## src/rtl/relogio_pkg.sv

```systemverilog
// ---------------------------------------------------------------------------
// relogio_pkg
//
// Shared definitions for the real-time clock counter:
//   - BCD digit limits used by the digit counters and the hour wrap
//   - hhmm_t : packed HH:MM record used for the alarm setting
//   - bcd_onehot : 4-bit BCD digit -> 10-bit one-hot display code
//   - hm_valid / time_valid : range checks applied to load requests
// ---------------------------------------------------------------------------
package relogio_pkg;

    // Width of every one-hot display digit (digit d drives bit d)
    localparam int ONEHOT_W = 10;

    // BCD limits: units of any field run 0..9, tens of seconds/minutes 0..5
    localparam logic [3:0] UNITS_MAX = 4'd9;
    localparam logic [3:0] TENS_MAX  = 4'd5;

    // Hours run 00..23; the hour pair wraps when it reads "23"
    localparam int         HOUR_MAX          = 23;
    localparam logic [1:0] HOUR_TENS_MAX     = 2'd2;
    localparam logic [3:0] HOUR_UNITS_AT_TOP = 4'd3;

    // Alarm setting: hours and minutes only
    typedef struct packed {
        logic [1:0] h1;
        logic [3:0] h0;
        logic [3:0] m1;
        logic [3:0] m0;
    } hhmm_t;

    // Digits above 9 can never be stored, but the decoder still returns a
    // legal code (digit 0) so a display is never dark or multi-lit.
    function automatic logic [ONEHOT_W-1:0] bcd_onehot(input logic [3:0] d);
        logic [ONEHOT_W-1:0] v;
        v = ONEHOT_W'(1);
        if (d <= UNITS_MAX) begin
            v = ONEHOT_W'(1) << d;
        end
        return v;
    endfunction

    // HH:MM range check; the units test is needed separately because
    // e.g. "0" "12" would otherwise pass as hour 12.
    function automatic logic hm_valid(input logic [1:0] h1,
                                      input logic [3:0] h0,
                                      input logic [3:0] m1,
                                      input logic [3:0] m0);
        logic ok;
        ok = (h0 <= UNITS_MAX)
           && ((int'(h1) * 10 + int'(h0)) <= HOUR_MAX)
           && (m1 <= TENS_MAX)
           && (m0 <= UNITS_MAX);
        return ok;
    endfunction

    // Full HH:MM:SS range check used by the time load
    function automatic logic time_valid(input logic [1:0] h1,
                                        input logic [3:0] h0,
                                        input logic [3:0] m1,
                                        input logic [3:0] m0,
                                        input logic [3:0] s1,
                                        input logic [3:0] s0);
        return hm_valid(h1, h0, m1, m0)
            && (s1 <= TENS_MAX)
            && (s0 <= UNITS_MAX);
    endfunction

endpackage

```

## src/rtl/contador_mod.sv

```systemverilog
// ---------------------------------------------------------------------------
// contador_mod
//
// One BCD digit counting 0..MAX_VAL with wrap, synchronous load and a
// carry that lets the next digit advance on the same clock edge.
//
// Ports:
//   clk        in   system clock, rising edge
//   reset_n    in   asynchronous active-low reset (digit -> 0)
//   i_en       in   advance by one on this edge
//   i_load     in   load i_load_val (has priority over i_en)
//   i_load_val in   value to load
//   o_digit    out  current digit
//   o_carry    out  high when this digit wraps on the current edge
// ---------------------------------------------------------------------------
module contador_mod
    import relogio_pkg::*;
#(
    parameter logic [3:0] MAX_VAL = UNITS_MAX
) (
    input  logic       clk,
    input  logic       reset_n,
    input  logic       i_en,
    input  logic       i_load,
    input  logic [3:0] i_load_val,
    output logic [3:0] o_digit,
    output logic       o_carry
);

    logic [3:0] r_digit;

    // Digit register: load wins, otherwise count with wrap at MAX_VAL
    always_ff @(posedge clk or negedge reset_n) begin
        if (!reset_n) begin
            r_digit <= 4'd0;
        end else if (i_load) begin
            r_digit <= i_load_val;
        end else if (i_en) begin
            r_digit <= (r_digit == MAX_VAL) ? 4'd0 : r_digit + 4'd1;
        end
    end

    assign o_digit = r_digit;

    // A carry only exists when the digit really wraps this edge
    assign o_carry = i_en & ~i_load & (r_digit == MAX_VAL);

endmodule

```

## src/rtl/relogio_johnson_param.sv

```systemverilog
// ---------------------------------------------------------------------------
// relogio_johnson_param
//
// Real-time clock keeping HH:MM:SS as BCD digits, advancing once per
// TICK_DIV enabled clock cycles. Time is always held in 24-hour form;
// mode12 only changes the displayed hour and the pm flag.
//
// Ports:
//   clk, reset_n          clock / asynchronous active-low reset
//   run                   1 = prescaler and time advance, 0 = frozen
//   LD                    load HH:MM:SS from the *_in digits (validated)
//   ALD                   load alarm HH:MM from the *_in digits (validated)
//   alarm_en              gates alarm_hit
//   mode12                1 = 12-hour display with pm flag
//   H_in1..S_in0          BCD load digits
//   *_johnson             one-hot displayed digits (10 bits each)
//   pm                    afternoon flag in 12-hour mode
//   alarm_hit             pulse: time just became alarm HH:MM:00
//   day_pulse             pulse: time just rolled 23:59:59 -> 00:00:00
//   ld_err                pulse: LD and/or ALD carried invalid digits
// ---------------------------------------------------------------------------
module relogio_johnson_param
    import relogio_pkg::*;
#(
    parameter int TICK_DIV = 50000000,
    parameter int DIGIT_W  = 10
) (
    input  logic               clk,
    input  logic               reset_n,
    input  logic               run,
    input  logic               LD,
    input  logic               ALD,
    input  logic               alarm_en,
    input  logic               mode12,
    input  logic [1:0]         H_in1,
    input  logic [3:0]         H_in0,
    input  logic [3:0]         M_in1,
    input  logic [3:0]         M_in0,
    input  logic [3:0]         S_in1,
    input  logic [3:0]         S_in0,
    output logic [DIGIT_W-1:0] H_out1_johnson,
    output logic [DIGIT_W-1:0] H_out0_johnson,
    output logic [DIGIT_W-1:0] M_out1_johnson,
    output logic [DIGIT_W-1:0] M_out0_johnson,
    output logic [DIGIT_W-1:0] S_out1_johnson,
    output logic [DIGIT_W-1:0] S_out0_johnson,
    output logic               pm,
    output logic               alarm_hit,
    output logic               day_pulse,
    output logic               ld_err
);

    localparam int             PW        = (TICK_DIV > 1) ? $clog2(TICK_DIV) : 1;
    localparam logic [PW-1:0]  PRESC_TOP = PW'(TICK_DIV - 1);

    logic [PW-1:0] r_presc;
    logic [1:0]    r_h1;
    logic [3:0]    r_h0;
    hhmm_t         r_alarm;
    logic          r_day_pulse;
    logic          r_ld_err;
    logic          r_advanced;

    logic          w_ld_ok;
    logic          w_ld_bad;
    logic          w_ald_ok;
    logic          w_ald_bad;
    logic          w_tick;
    logic          w_day_roll;

    logic [3:0]    w_s0, w_s1, w_m0, w_m1;
    logic          w_c_s0, w_c_s1, w_c_m0, w_c_m1;

    logic [4:0]    w_hour_bin;
    logic [4:0]    w_disp_hour;
    logic [3:0]    w_disp_h1;
    logic [3:0]    w_disp_h0;
    logic          w_alarm_match;

    // Load requests are split into accepted and rejected halves up front
    assign w_ld_ok   = LD  &  time_valid(H_in1, H_in0, M_in1, M_in0, S_in1, S_in0);
    assign w_ld_bad  = LD  & ~time_valid(H_in1, H_in0, M_in1, M_in0, S_in1, S_in0);
    assign w_ald_ok  = ALD &  hm_valid(H_in1, H_in0, M_in1, M_in0);
    assign w_ald_bad = ALD & ~hm_valid(H_in1, H_in0, M_in1, M_in0);

    // Any LD (valid or not) blocks the tick, so a coincident second is lost
    assign w_tick = run & ~LD & (r_presc == PRESC_TOP);

    // Prescaler: cleared by a valid load, counts only while running with
    // no load pending, wraps after the tick cycle.
    always_ff @(posedge clk or negedge reset_n) begin
        if (!reset_n) begin
            r_presc <= '0;
        end else if (w_ld_ok) begin
            r_presc <= '0;
        end else if (run && !LD) begin
            r_presc <= (r_presc == PRESC_TOP) ? '0 : r_presc + PW'(1);
        end
    end

    // Seconds and minutes digits; each carry feeds the next enable so the
    // whole chain resolves on a single edge.
    contador_mod #(.MAX_VAL(UNITS_MAX)) u_s0 (
        .clk        (clk),
        .reset_n    (reset_n),
        .i_en       (w_tick),
        .i_load     (w_ld_ok),
        .i_load_val (S_in0),
        .o_digit    (w_s0),
        .o_carry    (w_c_s0)
    );

    contador_mod #(.MAX_VAL(TENS_MAX)) u_s1 (
        .clk        (clk),
        .reset_n    (reset_n),
        .i_en       (w_c_s0),
        .i_load     (w_ld_ok),
        .i_load_val (S_in1),
        .o_digit    (w_s1),
        .o_carry    (w_c_s1)
    );

    contador_mod #(.MAX_VAL(UNITS_MAX)) u_m0 (
        .clk        (clk),
        .reset_n    (reset_n),
        .i_en       (w_c_s1),
        .i_load     (w_ld_ok),
        .i_load_val (M_in0),
        .o_digit    (w_m0),
        .o_carry    (w_c_m0)
    );

    contador_mod #(.MAX_VAL(TENS_MAX)) u_m1 (
        .clk        (clk),
        .reset_n    (reset_n),
        .i_en       (w_c_m0),
        .i_load     (w_ld_ok),
        .i_load_val (M_in1),
        .o_digit    (w_m1),
        .o_carry    (w_c_m1)
    );

    // The hour pair wraps at "23" rather than at a per-digit limit, so it
    // is kept together here instead of as two independent digit counters.
    assign w_day_roll = w_c_m1 & (r_h1 == HOUR_TENS_MAX) & (r_h0 == HOUR_UNITS_AT_TOP);

    always_ff @(posedge clk or negedge reset_n) begin
        if (!reset_n) begin
            r_h1 <= 2'd0;
            r_h0 <= 4'd0;
        end else if (w_ld_ok) begin
            r_h1 <= H_in1;
            r_h0 <= H_in0;
        end else if (w_c_m1) begin
            if (w_day_roll) begin
                r_h1 <= 2'd0;
                r_h0 <= 4'd0;
            end else if (r_h0 == UNITS_MAX) begin
                r_h1 <= r_h1 + 2'd1;
                r_h0 <= 4'd0;
            end else begin
                r_h0 <= r_h0 + 4'd1;
            end
        end
    end

    // Alarm setting register
    always_ff @(posedge clk or negedge reset_n) begin
        if (!reset_n) begin
            r_alarm <= '0;
        end else if (w_ald_ok) begin
            r_alarm.h1 <= H_in1;
            r_alarm.h0 <= H_in0;
            r_alarm.m1 <= M_in1;
            r_alarm.m0 <= M_in0;
        end
    end

    // Event flags for the cycle after the edge. r_advanced marks that the
    // time just changed by a tick or a load, which is when an alarm match
    // is allowed to fire.
    always_ff @(posedge clk or negedge reset_n) begin
        if (!reset_n) begin
            r_day_pulse <= 1'b0;
            r_ld_err    <= 1'b0;
            r_advanced  <= 1'b0;
        end else begin
            r_day_pulse <= w_day_roll;
            r_ld_err    <= w_ld_bad | w_ald_bad;
            r_advanced  <= w_tick | w_ld_ok;
        end
    end

    // Alarm fires only on the exact HH:MM:00 the time has just reached
    assign w_alarm_match = (r_h1 == r_alarm.h1) && (r_h0 == r_alarm.h0)
                        && (w_m1 == r_alarm.m1) && (w_m0 == r_alarm.m0)
                        && (w_s1 == 4'd0) && (w_s0 == 4'd0);

    assign alarm_hit = r_advanced & alarm_en & w_alarm_match;
    assign day_pulse = r_day_pulse;
    assign ld_err    = r_ld_err;

    // Display hour mapping: 0 shows as 12, 13..23 show as 1..11 in 12-hour
    // mode; the result is split back into BCD tens/units for the decoder.
    always_comb begin
        w_hour_bin  = 5'(r_h1) * 5'd10 + 5'(r_h0);
        w_disp_hour = w_hour_bin;
        w_disp_h1   = 4'd0;
        w_disp_h0   = 4'd0;
        if (mode12) begin
            if (w_hour_bin == 5'd0) begin
                w_disp_hour = 5'd12;
            end else if (w_hour_bin > 5'd12) begin
                w_disp_hour = w_hour_bin - 5'd12;
            end
        end
        if (w_disp_hour >= 5'd20) begin
            w_disp_h1 = 4'd2;
            w_disp_h0 = 4'(w_disp_hour - 5'd20);
        end else if (w_disp_hour >= 5'd10) begin
            w_disp_h1 = 4'd1;
            w_disp_h0 = 4'(w_disp_hour - 5'd10);
        end else begin
            w_disp_h1 = 4'd0;
            w_disp_h0 = 4'(w_disp_hour);
        end
    end

    assign pm = mode12 & (w_hour_bin >= 5'd12);

    assign H_out1_johnson = DIGIT_W'(bcd_onehot(w_disp_h1));
    assign H_out0_johnson = DIGIT_W'(bcd_onehot(w_disp_h0));
    assign M_out1_johnson = DIGIT_W'(bcd_onehot(w_m1));
    assign M_out0_johnson = DIGIT_W'(bcd_onehot(w_m0));
    assign S_out1_johnson = DIGIT_W'(bcd_onehot(w_s1));
    assign S_out0_johnson = DIGIT_W'(bcd_onehot(w_s0));

endmodule

```

## config.mk

```make
export PLATFORM = sky130hd
export DESIGN_NAME = relogio_johnson_param
export DESIGN_NICKNAME = d
export VERILOG_FILES = /design/src/rtl/relogio_pkg.sv /design/src/rtl/contador_mod.sv /design/src/rtl/relogio_johnson_param.sv
export SDC_FILE = /design/constraint.sdc
export NUM_CORES = 1
export LEC_CHECK = 0
export ABC_AREA = 1
export CORE_ASPECT_RATIO = 0.8
export CORE_MARGIN = 5
export CORE_UTILIZATION = 50
export DETAILED_ROUTE_END_ITERATION = 8
export PLACE_DENSITY = 0.76
export SYNTH_ARGS = -nofsm -noshare
export SYNTH_HDL_FRONTEND = slang
export SYNTH_SLANG_ARGS = --single-unit
export TNS_END_PERCENT = 100
```

## constraint.sdc

```tcl
create_clock -name clk -period 9.7 [get_ports clk]
set_clock_uncertainty 0.15 [all_clocks]
set_input_delay 1.455 -clock clk [delete_from_list [all_inputs] [get_ports clk]]
set_output_delay 1.455 -clock clk [all_outputs]
set_load 0.02 [all_outputs]
```

==> flow_metrics.py <==
metrics = {
    "drt": {
        "routed_wl_um": 13900,
        "firstDrtPassIters": 5,
        "post-route-drc-count": 0,
        "via_per_inst": 5.31,
        "routedWlPerCell_um": 14.9,
        "vias": 4942,
        "drt-initial-drc-count": 415,
        "antenna_left": 0,
    },
    "clock_network": {
        "cts_setup_buffers": 0,
        "htreeDepth": 3,
        "cts_tree": "done",
        "cts.sinks": 65,
        "numCtsBuffers": 9,
        "cts_buffer_depth": 2,
        "insertion_delay_ps": 330,
        "holdBufCountCts": 0,
        "cts-root-buf": "clkbuf_16",
        "clk_pin_slew_ps": 50,
        "cts_resized": 0,
    },
    "outcome": {
        "status": "complete, no violations",
    },
    "floorplan": {
        "rows": 32,
        "die_area_um2": 12000,
        "ios": 93,
        "start_util_pct": 51.2,
        "fp.dieH_um": 98.9,
        "die_w_um": 121,
        "core-area_um2": 9650,
    },
    "synth": {
        "synth_seq_cells": 65,
        "syn_area_um2": 4940,
        "ys_seq_area_share_pct": 32.9,
        "avgSynthCellArea_um2": 7.01,
        "netlist_instances": 705,
        "yosys.cell_types.count": 46,
        "yosys_warnings": 0,
    },
    "worst_setup_path": {
        "cp_max_fo": 6,
        "startpoint": "r_h1[0]",
        "startpoint_type": "register",
        "cp-end-kind": "output port",
        "regToRegStartpoint": "r_presc[0]",
        "setup.worst_path.class": "reg2out",
        "rr_worst_depth": 13,
        "cp_data_arrival_time_ps": 4420,
        "crit_required_ps": 8100,
    },
    "sta": {
        "rsz0062_at_grt": "no",
        "fmax_ghz": 0.166,
        "fin_tns_setup_ps": 0,
        "worstMarginPinSlew_ps": 842,
        "hold_viol_final": 0,
        "fin_crit_ps": 6020,
        "finalCritPeriodShare_pct": 62.1,
        "setup_slack_ps": 3680,
        "maxSlewHeadroom_pct": 43.9,
        "finalSetupViolations": 0,
        "drv_slew": 0,
    },
    "global_routing": {
        "grt_pass1_vias": 4858,
        "grt_pass1_wl_um": 22500,
        "grt_max_degree": 66,
        "overflow": 0,
        "grt_antenna_before_repair": 0,
        "grt_use_total_pct": 22.9,
    },
    "layout": {
        "nFillCells": 859,
        "final_cell_area_um2": 6190,
        "finish.utilization_pct": 64.2,
        "final_cell_mix": "nand2_1 (135), inv_1 (114), nor2_1 (87)",
        "layout_commonest_cell": "nand2_1",
        "diodes": 0,
        "stdcell_count": 930,
        "finalNetCount": 843,
        "area_delta_synth_final_pct": 25.4,
        "drive_gt1_share_pct": 8.06,
    },
    "place": {
        "placed_cell_area_um2": 5870,
        "gp_congestion": 0.887,
        "dp_worst_setup_slack_ps": 4040,
        "dp_cells": 914,
        "dpl.hpwl_um": 10400,
        "io_buffers": 85,
    },
    "min_path": {
        "min_from": "r_alarm[9]",
        "hold_path.class": "reg2reg",
        "holdPathStages": 2,
    },
    "pwr": {
        "vdd_drop_max_uv": 324,
        "power_density_nw_per_um2": 264,
        "leakagePower_nw": 2.94,
    },
    "run": {
        "drv_cap": 0,
    },
}
-- sequential cells by signal, indices dropped and copies added (netlist names), 2 cells and up --
name,flops
r_presc,26
r_h0,4
r_h1,2
u_m0.o_digit,4
u_m1.o_digit,4
r_alarm,14
u_s1.o_digit,4
u_s0.o_digit,4
-- worst max-delay path, stage by stage (launching register included) --
cell             delay (ps)
dfrtp_1                 450
ha_1                    280
fa_1                    380
or2_1                   260
nand2_1                 110
inv_1                   100
ha_1                    220
inv_1                    80
nor2_2                   60
nand3_2                  80
nand3_1                  70
nand2_1                  70
nand2_2                  80
inv_1                   110
ha_1                    170
inv_1                    60
a21oi_1                 220
o21ai_4                 130
nand3_1                 120
nand2_2                 100
nor2_2                  120
inv_1                    70
nor2_1                  100
clkdlybuf4s50_1         630
-- power breakdown --
part / leakage [nW] / switching (W) / internal, W
clock: 0.155 / 0.000126 / 0.000225
sequential: 0.810 / 0.0000859 / 0.000342
combinational: 1.97 / 0.000517 / 0.000338
total: 2.94 / 0.000728 / 0.000905
-- stage by stage --
step	hold slack, ps	power, W
after global placement	331	0.00124
after CTS	355	0.00163
after detailed placement	339	0.00127
after floorplan	303	0.000979
final	353	0.00163
after global routing	384	0.00175
-- layout make-up --
| type | instances | area [um^2] | area share, % |
|---|---|---|---|
| tap | 136 | 170 | 2.75 |
| sequential | 65 | 1630 | 26.3 |
| multi-input combinational | 504 | 2760 | 44.6 |
| inverter | 123 | 462 | 7.46 |
| clock inverter | 7 | 95.1 | 1.54 |
| timing repair buffer | 86 | 853 | 13.8 |
| clock buffer | 9 | 225 | 3.64 |
-- logic make-up after synthesis --
kind of cell               count (synthesis)  synth area share (%)
xor gates and xnor gates                  28                  4.96
other                                      1                0.0759
buffers and inverters                    142                  11.7
AOI/OAI and AO/OA                        101                  12.1
DFF                                       65                  32.9
and+or+nand+nor                          343                  31.6
adders and majority gates                 25                  6.64
-- synth_stat cells (all sizes together) --
cell | instances | area [um^2]
o32ai | 2 | 17.5
xnor2 | 6 | 52.6
a22o | 1 | 8.76
and2 | 1 | 6.26
and3 | 2 | 12.5
clkinv | 1 | 3.75
a211oi | 1 | 7.51
fa | 2 | 40.0
o221ai | 4 | 35.0
o21ai | 55 | 287
nor2 | 95 | 382
o22ai | 13 | 81.3
a22oi | 1 | 7.51
o311ai | 1 | 8.76
o211ai | 5 | 42.5
nand4 | 14 | 87.6
clkbuf | 6 | 22.5
nand3 | 51 | 290
nor4 | 6 | 37.5
a21oi | 12 | 60.1
a221oi | 2 | 17.5
xor2 | 22 | 193
or2 | 2 | 12.5
or4 | 1 | 7.51
nor3 | 17 | 90.1
o21bai | 1 | 7.51
nand2 | 154 | 636
conb | 1 | 3.75
inv | 122 | 458
dfrtp | 65 | 1630
a31oi | 3 | 18.8
ha | 23 | 288
buf | 13 | 91.3
-- final timing paths --
path,endpoint,slack (ps)
worst max-delay path,H_out0_johnson[8],3680
worst min-delay path,r_alarm[9],350
worst max register to register,r_h0[2],7140
worst min register to register,r_alarm[9],350
max in group asynchronous,r_presc[15],7690
min in group asynchronous,r_presc[20],1150
-- routing by layer --
metal	track usage, %	routed length [um]	up-vias
met5	0	0	-
met4	6.36	178	0
met3	5.11	1170	15
met2	35.4	6040	223
met1	32.5	6490	2274
li1	-	-	2430
(Power assumes the default switching activity.)
